[config.mk]
export PLATFORM = sky130hd
export DESIGN_NAME = fpu_lzd_pipe_flat
export DESIGN_NICKNAME = d
export VERILOG_FILES = /design/src/rtl/fpu_lzd_pipe_if.sv /design/src/rtl/fpu_lzd_pipe.sv /design/src/flat_wrapper.sv
export SDC_FILE = /design/constraint.sdc
export NUM_CORES = 1
export LEC_CHECK = 0
export BUFFER_PORTS_ARGS = -buffer_cell sky130_fd_sc_hd__buf_2
export CAP_MARGIN = 20
export CELL_PAD_IN_SITES_DETAIL_PLACEMENT = 1
export CELL_PAD_IN_SITES_GLOBAL_PLACEMENT = 2
export CORE_ASPECT_RATIO = 1.75
export CORE_MARGIN = 2
export CORE_UTILIZATION = 27
export DETAILED_ROUTE_END_ITERATION = 12
export GPL_ROUTABILITY_DRIVEN = 0
export PLACE_DENSITY_LB_ADDON = 0.1
export SLEW_MARGIN = 20
export SYNTH_ARGS = -nofsm -noshare
export SYNTH_HDL_FRONTEND = slang
export SYNTH_SLANG_ARGS = --single-unit
[constraint.sdc]
create_clock -name clk -period 1.7 [get_ports clk]
set_clock_uncertainty 0.15 [all_clocks]
set_input_delay 0 -clock clk [delete_from_list [all_inputs] [get_ports clk]]
set_output_delay 0 -clock clk [all_outputs]
set_load 0.02 [all_outputs]
[src/rtl/fpu_lzd_pipe_if.sv]
// Handshake and result bundle for fpu_lzd_pipe.
// The out_norm member and its modport entries are present only when
// FPU_LZD_NORM_EN is defined.
//
// Valid/ready semantics: a word moves across a channel on a rising clk edge
// where valid && ready are both high. The producer holds valid and data
// steady until that edge and never waits for ready before raising valid.
// The consumer may raise or lower ready freely. On the input channel
// in_ready is a combinational function of pipeline occupancy and out_ready.
interface fpu_lzd_pipe_if #(
    parameter int WIDTH = 32,
    parameter int CW    = $clog2(WIDTH)
);
    logic             in_valid;
    logic             in_ready;
    logic [WIDTH-1:0] in_data;
    logic             out_valid;
    logic             out_ready;
    logic [CW-1:0]    out_pos;
    logic             out_val;
`ifdef FPU_LZD_NORM_EN
    logic [WIDTH-1:0] out_norm;

    // Upstream/downstream side: supplies operands and consumes results.
    modport master (
        output in_valid, in_data, out_ready,
        input  in_ready, out_valid, out_pos, out_val, out_norm
    );

    // Pipeline side.
    modport slave (
        input  in_valid, in_data, out_ready,
        output in_ready, out_valid, out_pos, out_val, out_norm
    );
`else
    // Upstream/downstream side: supplies operands and consumes results.
    modport master (
        output in_valid, in_data, out_ready,
        input  in_ready, out_valid, out_pos, out_val
    );

    // Pipeline side.
    modport slave (
        input  in_valid, in_data, out_ready,
        output in_ready, out_valid, out_pos, out_val
    );
`endif
endinterface

[src/rtl/fpu_lzd_pipe.sv]
// Two-stage pipelined leading-zero detector with valid/ready flow control.
//   S1: the operand is split into GROUP-bit slices (slice 0 holds the MSBs);
//       each slice's leading-zero count and nonzero flag are registered.
//   S2: the most-significant nonzero slice is selected and the full count
//       g*GROUP + count[g] is registered, along with out_val.
// Optional feature macro FPU_LZD_NORM_EN: S1 also registers the operand and
// S2 registers out_norm = operand << out_pos (zero-filled). Without the macro
// the operand register and out_norm are absent.
// Latency is two cycles; throughput is one operand per cycle.
module fpu_lzd_pipe #(
    parameter int WIDTH = 32,
    parameter int GROUP = 8,
    localparam int CW   = $clog2(WIDTH)
) (
    input logic           clk,
    input logic           rst,
    fpu_lzd_pipe_if.slave bus
);

    localparam int NG = WIDTH / GROUP;   // number of slices
    localparam int GW = $clog2(GROUP);   // width of a per-slice count

    // Leading-zero count of one slice. An all-zero slice returns 0; S2 never
    // uses the count of a zero slice because its nonzero flag is clear.
    function automatic logic [GW-1:0] grp_lzc(input logic [GROUP-1:0] v);
        logic [GW-1:0] c;
        logic          found;
        c     = '0;
        found = 1'b0;
        for (int i = GROUP - 1; i >= 0; i--) begin
            if (!found && v[i]) begin
                c     = GW'(GROUP - 1 - i);
                found = 1'b1;
            end
        end
        return c;
    endfunction

    // ------------------------------------------------------------------
    // Stage state
    // ------------------------------------------------------------------
    logic                   s1_valid_q, s1_valid_d;
    logic [NG-1:0][GW-1:0]  s1_cnt_q,   s1_cnt_d;
    logic [NG-1:0]          s1_nz_q,    s1_nz_d;

    logic                   s2_valid_q, s2_valid_d;
    logic [CW-1:0]          s2_pos_q,   s2_pos_d;
    logic                   s2_val_q,   s2_val_d;

`ifdef FPU_LZD_NORM_EN
    logic [WIDTH-1:0]       s1_data_q,  s1_data_d;
    logic [WIDTH-1:0]       s2_norm_q,  s2_norm_d;
    logic [WIDTH-1:0]       comb_norm;
`endif

    // ------------------------------------------------------------------
    // Handshake
    // ------------------------------------------------------------------
    logic s2_adv;
    logic s1_adv;
    logic in_fire;
    logic s2_load;

    // A stage may advance when it is empty or when the stage after it is
    // advancing; this lets S2 drain and S1 refill in the same cycle.
    always_comb begin
        s2_adv  = !s2_valid_q || bus.out_ready;
        s1_adv  = !s1_valid_q || s2_adv;
        in_fire = bus.in_valid && s1_adv;
        s2_load = s2_adv && s1_valid_q;
    end

    assign bus.in_ready = s1_adv;

    // ------------------------------------------------------------------
    // Stage 1: per-slice count and nonzero flag
    // ------------------------------------------------------------------
    logic [NG-1:0][GW-1:0] grp_cnt;
    logic [NG-1:0]         grp_nz;

    // Slice g covers bits [WIDTH-1-g*GROUP -: GROUP], so slice 0 is the MSBs.
    always_comb begin
        grp_cnt = '0;
        grp_nz  = '0;
        for (int g = 0; g < NG; g++) begin
            grp_cnt[g] = grp_lzc(bus.in_data[WIDTH-1-g*GROUP -: GROUP]);
            grp_nz[g]  = |bus.in_data[WIDTH-1-g*GROUP -: GROUP];
        end
    end

    // S1 next state: valid follows in_valid whenever S1 advances; the data
    // registers only load on an actual transfer so they stay quiet otherwise.
    always_comb begin
        s1_valid_d = s1_valid_q;
        s1_cnt_d   = s1_cnt_q;
        s1_nz_d    = s1_nz_q;
`ifdef FPU_LZD_NORM_EN
        s1_data_d  = s1_data_q;
`endif
        if (s1_adv) begin
            s1_valid_d = bus.in_valid;
        end
        if (in_fire) begin
            s1_cnt_d  = grp_cnt;
            s1_nz_d   = grp_nz;
`ifdef FPU_LZD_NORM_EN
            s1_data_d = bus.in_data;
`endif
        end
    end

    // S1 registers; reset empties the stage and discards any operand in it.
    always_ff @(posedge clk) begin
        if (rst) begin
            s1_valid_q <= 1'b0;
            s1_cnt_q   <= '0;
            s1_nz_q    <= '0;
`ifdef FPU_LZD_NORM_EN
            s1_data_q  <= '0;
`endif
        end else begin
            s1_valid_q <= s1_valid_d;
            s1_cnt_q   <= s1_cnt_d;
            s1_nz_q    <= s1_nz_d;
`ifdef FPU_LZD_NORM_EN
            s1_data_q  <= s1_data_d;
`endif
        end
    end

    // ------------------------------------------------------------------
    // Stage 2: combine slices
    // ------------------------------------------------------------------
    logic [CW-1:0] comb_pos;
    logic          comb_val;

    // Scan from the least-significant slice upward so the last hit written
    // is the most-significant nonzero slice. An all-zero operand leaves
    // pos = 0 and val = 0.
    always_comb begin
        comb_pos = '0;
        comb_val = 1'b0;
        for (int g = NG - 1; g >= 0; g--) begin
            if (s1_nz_q[g]) begin
                comb_pos = CW'(g * GROUP) + CW'(s1_cnt_q[g]);
                comb_val = 1'b1;
            end
        end
    end

`ifdef FPU_LZD_NORM_EN
    // Normalise by the final count; a zero operand shifts to zero.
    always_comb begin
        comb_norm = s1_data_q << comb_pos;
    end
`endif

    // S2 next state: results only change when a new operand moves in, so
    // they hold while stalled and while the output is idle.
    always_comb begin
        s2_valid_d = s2_valid_q;
        s2_pos_d   = s2_pos_q;
        s2_val_d   = s2_val_q;
`ifdef FPU_LZD_NORM_EN
        s2_norm_d  = s2_norm_q;
`endif
        if (s2_adv) begin
            s2_valid_d = s1_valid_q;
        end
        if (s2_load) begin
            s2_pos_d  = comb_pos;
            s2_val_d  = comb_val;
`ifdef FPU_LZD_NORM_EN
            s2_norm_d = comb_norm;
`endif
        end
    end

    // S2 registers; reset clears the valid flag and the visible results.
    always_ff @(posedge clk) begin
        if (rst) begin
            s2_valid_q <= 1'b0;
            s2_pos_q   <= '0;
            s2_val_q   <= 1'b0;
`ifdef FPU_LZD_NORM_EN
            s2_norm_q  <= '0;
`endif
        end else begin
            s2_valid_q <= s2_valid_d;
            s2_pos_q   <= s2_pos_d;
            s2_val_q   <= s2_val_d;
`ifdef FPU_LZD_NORM_EN
            s2_norm_q  <= s2_norm_d;
`endif
        end
    end

    assign bus.out_valid = s2_valid_q;
    assign bus.out_pos   = s2_pos_q;
    assign bus.out_val   = s2_val_q;
`ifdef FPU_LZD_NORM_EN
    assign bus.out_norm  = s2_norm_q;
`endif

endmodule

[src/flat_wrapper.sv]
// flat-port wrapper written by rule: the top's interface ports become plain ports
module fpu_lzd_pipe_flat 
#(
    parameter int WIDTH = 32,
    parameter int GROUP = 8,
    localparam int CW   = $clog2(WIDTH)
)
  (clk, rst, bus_in_valid, bus_in_data, bus_out_ready, bus_in_ready, bus_out_valid, bus_out_pos, bus_out_val);
  fpu_lzd_pipe_if #(.WIDTH(WIDTH)) bus_i ();
  input logic clk;
  input logic rst;
  input wire logic [$bits(bus_i.in_valid)-1:0] bus_in_valid;
  input wire logic [$bits(bus_i.in_data)-1:0] bus_in_data;
  input wire logic [$bits(bus_i.out_ready)-1:0] bus_out_ready;
  output wire logic [$bits(bus_i.in_ready)-1:0] bus_in_ready;
  output wire logic [$bits(bus_i.out_valid)-1:0] bus_out_valid;
  output wire logic [$bits(bus_i.out_pos)-1:0] bus_out_pos;
  output wire logic [$bits(bus_i.out_val)-1:0] bus_out_val;
  assign bus_i.in_valid = bus_in_valid;
  assign bus_i.in_data = bus_in_data;
  assign bus_i.out_ready = bus_out_ready;
  assign bus_in_ready = bus_i.in_ready;
  assign bus_out_valid = bus_i.out_valid;
  assign bus_out_pos = bus_i.out_pos;
  assign bus_out_val = bus_i.out_val;
  fpu_lzd_pipe #(.WIDTH(WIDTH), .GROUP(GROUP)) u_core (.clk(clk), .rst(rst), .bus(bus_i));
endmodule
==> results of run 1 <==
layout make-up:
| class | count | area, µm² |
|---|---|---|
| repair buffers | 74 | 520 |
| inverters | 9 | 33.8 |
| fillers | 573 | 2710 |
| clock buffers | 4 | 55.1 |
| multi-input cells | 118 | 717 |
| flip-flops and latches | 24 | 480 |
| well taps | 52 | 65.1 |
routing by layer:
metal	share of wire	routed length, µm	up-vias	track usage
met5	0	0	-	0
met4	0.019	75	0	0.0671
met2	0.55	2140	44	0.317
li1	-	-	724	-
met3	0.046	179	6	0.0164
met1	0.39	1510	659	0.170
critical path, stage by stage:
cell and delay, ns:
dlygate4sd3_1 0.53, buf_2 0.12, nand4b_1 0.15, dlygate4sd3_1 0.59
a311oi_2 0.25
flip-flops by register name, summed over array words and instances, names as in the netlist:
register	flops
u_core.s1_nz_q	4
u_core.s1_cnt_q	12
u_core.bus.out_pos	5
u_core.bus.out_val	1
u_core.s1_valid_q	1
u_core.bus.out_valid	1
cells by family after synthesis:
logic type             after synthesis
buffers and inverters               19
and+or+nand+nor                     73
AOI/OAI and AO/OA                   45
DFF                                 24
repair_timing:
item / in CTS / in global routing
endpoints found under the hold margin: 14 / 0
hold buffers: 29 / 0
setup endpoints to repair: 0 / 3
gates resized for setup: 0 / 3
path summary, 6_finish.rpt:
kind / slack, ns / from / cells past startpoint / to
worst min register to register: 0.31 / u_core.s1_cnt_q[4] / 2 / u_core.s1_cnt_q[4]
worst min-delay path: 0.00002 / bus_in_data[13] / 3 / u_core.s1_cnt_q[7]
worst max register to register: 0.20 / u_core.s1_valid_q / 3 / u_core.s1_valid_q
worst max-delay path: 0.09 / bus_in_data[9] / 5 / u_core.s1_cnt_q[6]
where the power goes:
group          leakage [nW]  switching [mW]  total [mW]  internal (mW)
Combinational         0.514           0.133       0.268          0.136
Sequential            0.197          0.0265       0.618          0.591
Clock                0.0288           0.187       0.393          0.207
Total                 0.740           0.346        1.28          0.934
layout by cell type (no fill, tap or decap), types with 2 or more instances in the layout:
cell and count:
nand3b_1 8, nor4_1 4, dfxtp_1 24, o311ai_0 3
a311oi_1 5, and2_1 2, buf_2 43, inv_1 9
a211o_1 2, nand3_1 2, clkbuf_8 4, a21oi_1 17
a211oi_1 3, a221oi_1 4, buf_4 2, o21bai_1 2
nor2_1 24, nand2_1 13, nand2b_1 5, nand4b_1 2
dlygate4sd3_1 29, nor3_1 6
==> results.py, run 1 <==
metrics = {
    "run_status": {
        "status": "complete, no violations",
    },
    "synth": {
        "ys_ff_latch": 24,
        "synth_compound_area_frac": 0.255,
        "yosysTopAreaCell": "dfxtp_1",
        "ys_async_sr_fraction": 0,
        "synth_xor_area_frac": 0,
        "synth-simple-area-share": 0.300,
        "synth_fa_ha_area_frac": 0,
        "syn_area_mm2": 0.00126,
        "synth_cell_type_count": 34,
        "synth_warnings": 0,
        "netlist_top_cells_area": "dfxtp_1 (38%), nor2_1 (7.1%), a21oi_1 (6.7%)",
        "synth_top_area_share": 0.380,
        "muxShareOfSynthArea": 0,
        "ys.flop_type": "dfxtp_1",
        "synth_top_family_by_area": "simple AND/OR/NAND/NOR gates",
        "ys_top_cells_by_count": "dfxtp_1 (24), nor2_1 (24), a21oi_1 (17)",
        "syn_inst": 161,
        "synth_edf_count": 0,
        "avgSynthCellArea_um2": 7.85,
        "ys_seq_area_frac": 0.380,
        "synth_nets": 197,
    },
    "hold_path": {
        "holdCritPathClass": "in2reg",
    },
    "cts": {
        "cts-root-buf": "clkbuf_8",
        "clk_path_buf_depth": 2,
        "clk_latency_ns": 0.27,
        "post_cts_buffers": 0,
        "htree_levels": 1,
        "clk_pin_slew_worst_paths_ns": 0.08,
        "cts_buffers": 3,
        "cts.sinks": 24,
        "cts_tree": "yes",
    },
    "timing": {
        "fin_crit_ns": 1.61,
        "worstMarginPinSlew_ns": 0.505,
        "rsz0062_at_grt": "false",
        "hold_ws_ns": 0.0000181,
        "finalSetupTns_ns": 0,
        "fin_crit_sh": 0.945,
        "timing.fmax_mhz": 622,
        "drv_slew": 0,
        "setup-violations-final": 0,
        "slew_headroom": 0.660,
        "worst_slack_ns": 0.0935,
        "finalHoldViolCount": 0,
    },
    "drt": {
        "vias_per_cell": 5.10,
        "wl_um": 3900,
        "drt_iter0_drc": 16,
        "vias": 1433,
        "drtPass1Iterations": 4,
        "drt-wirelength-per-cell_um": 13.9,
        "drc": 0,
        "ant_nets": 0,
    },
    "cells_and_area": {
        "antennaDiodeCount": 0,
        "syn2layout_area_growth_pct": 48.1,
        "finish.instance_area_mm2": 0.00187,
        "drive_above_1_share": 0.245,
        "post-route-util": 0.408,
        "nets": 266,
        "final_cells": 281,
    },
    "pwr": {
        "finalPower_mw": 1.28,
        "leakage_nw": 0.740,
        "powerDensity_mw_per_mm2": 684,
        "peakVddDrop_mv": 0.448,
    },
    "critical_path": {
        "arrival_ns": 1.64,
        "worst-endpoint-required_ns": 1.73,
        "worstSetupPathType": "in2reg",
        "crit_fanout": 2,
        "end_kind": "flip-flop",
        "cp-start-kind": "input pin",
    },
    "grt": {
        "grt_overflow_total": 0,
        "antenna_found_initial": 0,
        "grt_max_degree": 27,
        "grt_pass1_wl_um": 6780,
        "track_usage": 0.161,
        "grt_pass1_vias": 1551,
    },
    "floorplanning": {
        "core.rowCount": 33,
        "die_h_um": 94.5,
        "fp.dieArea_mm2": 0.00527,
        "core_region_area_mm2": 0.00458,
        "pin_count": 44,
        "fp.dieW_um": 55.7,
        "start_util": 0.276,
    },
    "placement": {
        "dp.cells": 248,
        "dp_slack_ns": 0.217,
        "portBuffers": 43,
        "dpl.hpwl_um": 2850,
        "placedInstanceArea_mm2": 0.00151,
    },
    "flow_run": {
        "maxCapViolations": 0,
    },
}
(Power assumes the default switching activity.)
==> run 2, diff against run 1 <==
--- a/config.mk
+++ b/config.mk
@@ -10,7 +10,6 @@
 export CELL_PAD_IN_SITES_DETAIL_PLACEMENT = 1
 export CELL_PAD_IN_SITES_GLOBAL_PLACEMENT = 2
 export CORE_ASPECT_RATIO = 1.75
-export CORE_MARGIN = 2
 export CORE_UTILIZATION = 27
 export DETAILED_ROUTE_END_ITERATION = 12
 export GPL_ROUTABILITY_DRIVEN = 0
==> results.py, run 2 (synthesis gave the netlist of run 1 again) <==
metrics = {
    "drt": {
        "wl_um": 3840,
        "drc": 0,
        "ant_nets": 0,
        "drtPass1Iterations": 4,
        "drt-wirelength-per-cell_um": 13.7,
        "vias": 1429,
        "drt_iter0_drc": 10,
        "vias_per_cell": 5.10,
    },
    "cells_and_area": {
        "largest_reg_flops": 12,
        "final_common_cell": "buf_2",
        "nets": 266,
        "drive_above_1_share": 0.240,
        "most-common-layout-cells": "buf_2 (43), dlygate4sd3_1 (29), nor2_1 (24), dfxtp_1 (24), a21oi_1 (17)",
        "syn2layout_area_growth_pct": 47.8,
        "finish.instance_area_mm2": 0.00187,
        "antennaDiodeCount": 0,
        "largest-register": "u_core.s1_cnt_q",
    },
    "timing": {
        "setup-violations-final": 0,
        "slew_headroom": 0.658,
        "finalHoldViolCount": 0,
        "finalSetupTns_ns": 0,
        "drv_slew": 0,
        "fin_crit_ns": 1.64,
        "timing.fmax_mhz": 610,
        "worst_slack_ns": 0.0611,
        "rsz0062_at_grt": "false",
        "worstMarginPinSlew_ns": 0.514,
        "fin_crit_sh": 0.964,
    },
    "cts": {
        "cts.sinks": 24,
        "clk_pin_slew_worst_paths_ns": 0.09,
        "clk_path_buf_depth": 2,
        "clk_latency_ns": 0.26,
        "cts_buffers": 3,
        "cts_tree": "yes",
        "post_cts_buffers": 0,
        "cts-root-buf": "clkbuf_8",
        "htree_levels": 1,
    },
    "floorplanning": {
        "fp.dieW_um": 53.7,
        "core_region_area_mm2": 0.00444,
        "die_h_um": 92.5,
        "pin_count": 44,
        "start_util": 0.284,
        "fp.dieArea_mm2": 0.00497,
        "core.rowCount": 32,
    },
    "hold_path": {
        "hold_depth": 3,
        "holdCritPathClass": "in2reg",
    },
    "placement": {
        "dpl.hpwl_um": 2820,
        "dp_slack_ns": 0.183,
        "portBuffers": 43,
        "placedInstanceArea_mm2": 0.00151,
    },
    "critical_path": {
        "worstSetupPathType": "in2reg",
        "crit_fanout": 3,
        "end_kind": "flip-flop",
        "arrival_ns": 1.69,
        "cp-start-kind": "input pin",
        "ff2ff_path_depth": 5,
        "worst-endpoint-required_ns": 1.75,
        "worst-r2r-setup-slack_ns": 0.19,
    },
    "pwr": {
        "p_seq_frac": 0.488,
        "clkPwrFrac": 0.301,
        "powerDensity_mw_per_mm2": 678,
        "power_frac_comb": 0.211,
        "peakVddDrop_mv": 0.358,
        "power.internal_uw": 933,
        "leakage_nw": 0.739,
        "switching_share": 0.264,
        "p_sw_uw": 334,
    },
    "run_status": {
        "status": "complete, no violations",
    },
    "grt": {
        "grt_pass1_wl_um": 6360,
        "grt_pass1_vias": 1481,
        "track_usage": 0.170,
        "grt_max_degree": 27,
        "antenna_found_initial": 0,
        "grt_overflow_total": 0,
    },
    "flow_run": {
        "maxCapViolations": 0,
    },
}
-- run 2: power groups by stage --
stage	combinational [mW]	clock (mW)	sequential (mW)
after floorplan	0.120	0	0.629
after global placement	0.210	0	0.631
after detailed placement	0.217	0	0.632
after CTS	0.266	0.395	0.619
after global routing	0.297	0.423	0.624
final	0.267	0.381	0.619
-- run 2: per-layer routing --
layer | vias to the layer above | wire (µm) | part of all wire | track usage
li1 | 722 | - | - | -
met1 | 664 | 1560 | 0.41 | 0.179
met2 | 41 | 2100 | 0.55 | 0.327
met3 | 2 | 140 | 0.036 | 0.0148
met4 | 0 | 37 | 0.0096 | 0.0526
met5 | - | 0 | 0 | 0
-- run 2: layout make-up --
cell class / instances / area [µm²]
repair buffers: 74 / 520
fillers: 559 / 2580
well taps: 51 / 63.8
flip-flops and latches: 24 / 480
clock buffers: 4 / 55.1
multi-input cells: 118 / 714
inverters: 9 / 33.8
-- run 2: path summary, 6_finish.rpt --
kind                 startpoint             endpoint
min reg2reg  u_core.s1_cnt_q[1]   u_core.s1_cnt_q[1]
max             bus_in_data[31]   u_core.s1_cnt_q[1]
max reg2reg   u_core.s1_valid_q  u_core.s1_cnt_q[11]
min             bus_in_data[12]   u_core.s1_cnt_q[7]
-- run 2: stage by stage --
step | instances | hold WS, ns | total power [mW] | util
6_report | 280 | 0.00269 | 1.27 | 0.420
5_1_grt | 280 | 0.0212 | 1.34 | 0.420
4_1_cts | 280 | 0.0200 | 1.28 | 0.418
3_5_place_dp | 247 | 0.118 | 0.849 | 0.340
3_3_place_gp | 247 | 0.106 | 0.840 | 0.340
2_1_floorplan | 161 | -0.0205 | 0.750 | -
-- run 2: worst max-delay path: stages --
cell and delay, ns:
buf_2 0.12, dlygate4sd3_1 0.57, nor2_1 0.11, dlygate4sd3_1 0.56, o311ai_0 0.17, a21oi_1 0.17
-- run 2: repair_timing --
item | 4_1_cts | 5_1_grt
resized for setup | 0 | 2
endpoints found under the hold margin | 14 | 0
setup endpoints to repair | 0 | 2
hold buffers | 29 | 0
==> run 3, diff against run 2 <==
==> constraint.sdc (replaced) <==
create_clock -name clk -period 1.7 [get_ports clk]
set_clock_uncertainty 0.15 [all_clocks]
set_input_delay 0 -clock clk [delete_from_list [all_inputs] [get_ports clk]]
set_output_delay 0 -clock clk [all_outputs]
set_load 0.05 [all_outputs]
==> results.py, run 3 (synthesis gave the netlist of run 1 again) <==
metrics = {
    "cells_and_area": {
        "final_common_cell": "buf_2",
        "multi_input_area_um2": 711,
        "syn2layout_area_growth_pct": 46.4,
        "antennaDiodeCount": 0,
        "drive_above_1_share": 0.237,
        "final_cells": 279,
        "most-common-layout-cells": "buf_2 (43), dlygate4sd3_1 (29), nor2_1 (24)",
        "fillers": 556,
        "post-route-util": 0.416,
        "regArea_um2": 484,
        "largest-register": "u_core.s1_cnt_q",
        "nets": 265,
        "largest_reg_flops": 12,
    },
    "drt": {
        "drt-wirelength-per-cell_um": 13.3,
        "vias": 1432,
        "drt_iter0_drc": 21,
        "drtPass1Iterations": 4,
        "ant_nets": 0,
        "wl_um": 3720,
        "drc": 0,
        "vias_per_cell": 5.13,
    },
    "floorplanning": {
        "fp.dieArea_mm2": 0.00497,
        "fp.dieW_um": 53.7,
        "die_h_um": 92.5,
        "start_util": 0.284,
        "core_region_area_mm2": 0.00444,
        "pin_count": 44,
        "core.rowCount": 32,
    },
    "cts": {
        "clk_path_buf_depth": 2,
        "htree_levels": 1,
        "cts_buffers": 3,
        "cts.sinks": 24,
        "clk_pin_slew_worst_paths_ns": 0.08,
        "clk_latency_ns": 0.26,
        "cts_tree": "yes",
        "cts-root-buf": "clkbuf_8",
        "post_cts_buffers": 0,
    },
    "timing": {
        "slew_headroom": 0.664,
        "drv_slew": 0,
        "hold_ws_ns": 0.00554,
        "rsz0062_at_grt": "false",
        "fin_crit_sh": 0.945,
        "timing.fmax_mhz": 623,
        "setup-violations-final": 0,
        "finalHoldViolCount": 0,
        "worstMarginPinSlew_ns": 0.505,
        "worst_slack_ns": 0.0942,
        "fin_crit_ns": 1.61,
    },
    "placement": {
        "dp_slack_ns": 0.159,
        "dp.cells": 246,
        "dpl.hpwl_um": 2710,
        "portBuffers": 43,
    },
    "pwr": {
        "powerDensity_mw_per_mm2": 672,
        "leakage_nw": 0.729,
        "finalPower_mw": 1.24,
        "peakVddDrop_mv": 0.369,
    },
    "grt": {
        "grt_overflow_total": 0,
        "grt_pass1_wl_um": 6360,
        "track_usage": 0.169,
        "grt_max_degree": 27,
        "antenna_found_initial": 0,
        "grt_pass1_vias": 1528,
    },
    "critical_path": {
        "cp-start-kind": "input pin",
        "worstSetupPathType": "in2reg",
        "r2r-start": "u_core.s1_valid_q",
        "cp-startpoint": "bus_in_data[9]",
        "rr_endpoint": "u_core.s1_valid_q",
        "end_kind": "flip-flop",
        "worst-r2r-setup-slack_ns": 0.18,
        "arrival_ns": 1.63,
        "worst-endpoint-required_ns": 1.73,
        "crit_fanout": 2,
        "crit_end": "u_core.s1_cnt_q[6]",
        "ff2ff_path_depth": 3,
    },
    "flow_run": {
        "maxCapViolations": 0,
    },
    "hold_path": {
        "holdCritPathClass": "in2reg",
    },
    "run_status": {
        "status": "complete, no violations",
    },
}
[run 3: worst min path at each step]
stage	cells after the start	endpoint	startpoint	slack (ns)
after floorplan	2	u_core.s1_valid_q	bus_in_valid	-0.02
after global placement	3	u_core.s1_valid_q	bus_in_valid	0.12
after detailed placement	3	u_core.s1_valid_q	bus_in_valid	0.11
after CTS	3	u_core.s1_cnt_q[1]	bus_in_data[28]	0.007
after global routing	2	u_core.bus.out_pos[3]	rst	0.05
final	3	u_core.s1_cnt_q[1]	bus_in_data[28]	0.006
[run 3: layout make-up]
cell class,count,share of cell area
repair buffers,73,0.277
well taps,51,0.0345
inverters,9,0.0183
clock buffers,4,0.0243
multi-input cells,118,0.384
flip-flops and latches,24,0.262
[run 3: critical path: stages]
cell and delay (ns):
dlygate4sd3_1 0.53, buf_2 0.13, nand4b_1 0.15, dlygate4sd3_1 0.58, a311oi_1 0.25
[run 3: metrics by stage]
| stage | area, µm² | setup TNS [ns] |
|---|---|---|
| 3_5_place_dp | 1510 | 0 |
| 6_report | 1850 | 0 |
| 3_3_place_gp | 1510 | 0 |
| 2_1_floorplan | 1270 | -2.29 |
| 5_1_grt | 1850 | 0 |
| 4_1_cts | 1840 | 0 |
[run 3: timing repair]
action,CTS,global route
hold endpoints to repair,14,0
endpoints found under the setup margin,0,3
hold buffers,29,0
resized for setup,0,2
[run 3: power breakdown]
part / leakage (nW) / switching, mW / internal, mW
Combinational: 0.508 / 0.154 / 0.133
Clock: 0.0228 / 0.172 / 0.167
Sequential: 0.198 / 0.0274 / 0.591
Total: 0.729 / 0.353 / 0.891
[run 3: metal layers]
metal,share of wire,global-route usage,vias to the layer above
met1,0.39,0.171,662
met2,0.56,0.333,45
li1,-,-,721
met5,0,0,-
met3,0.038,0.0148,4
met4,0.015,0.0526,0
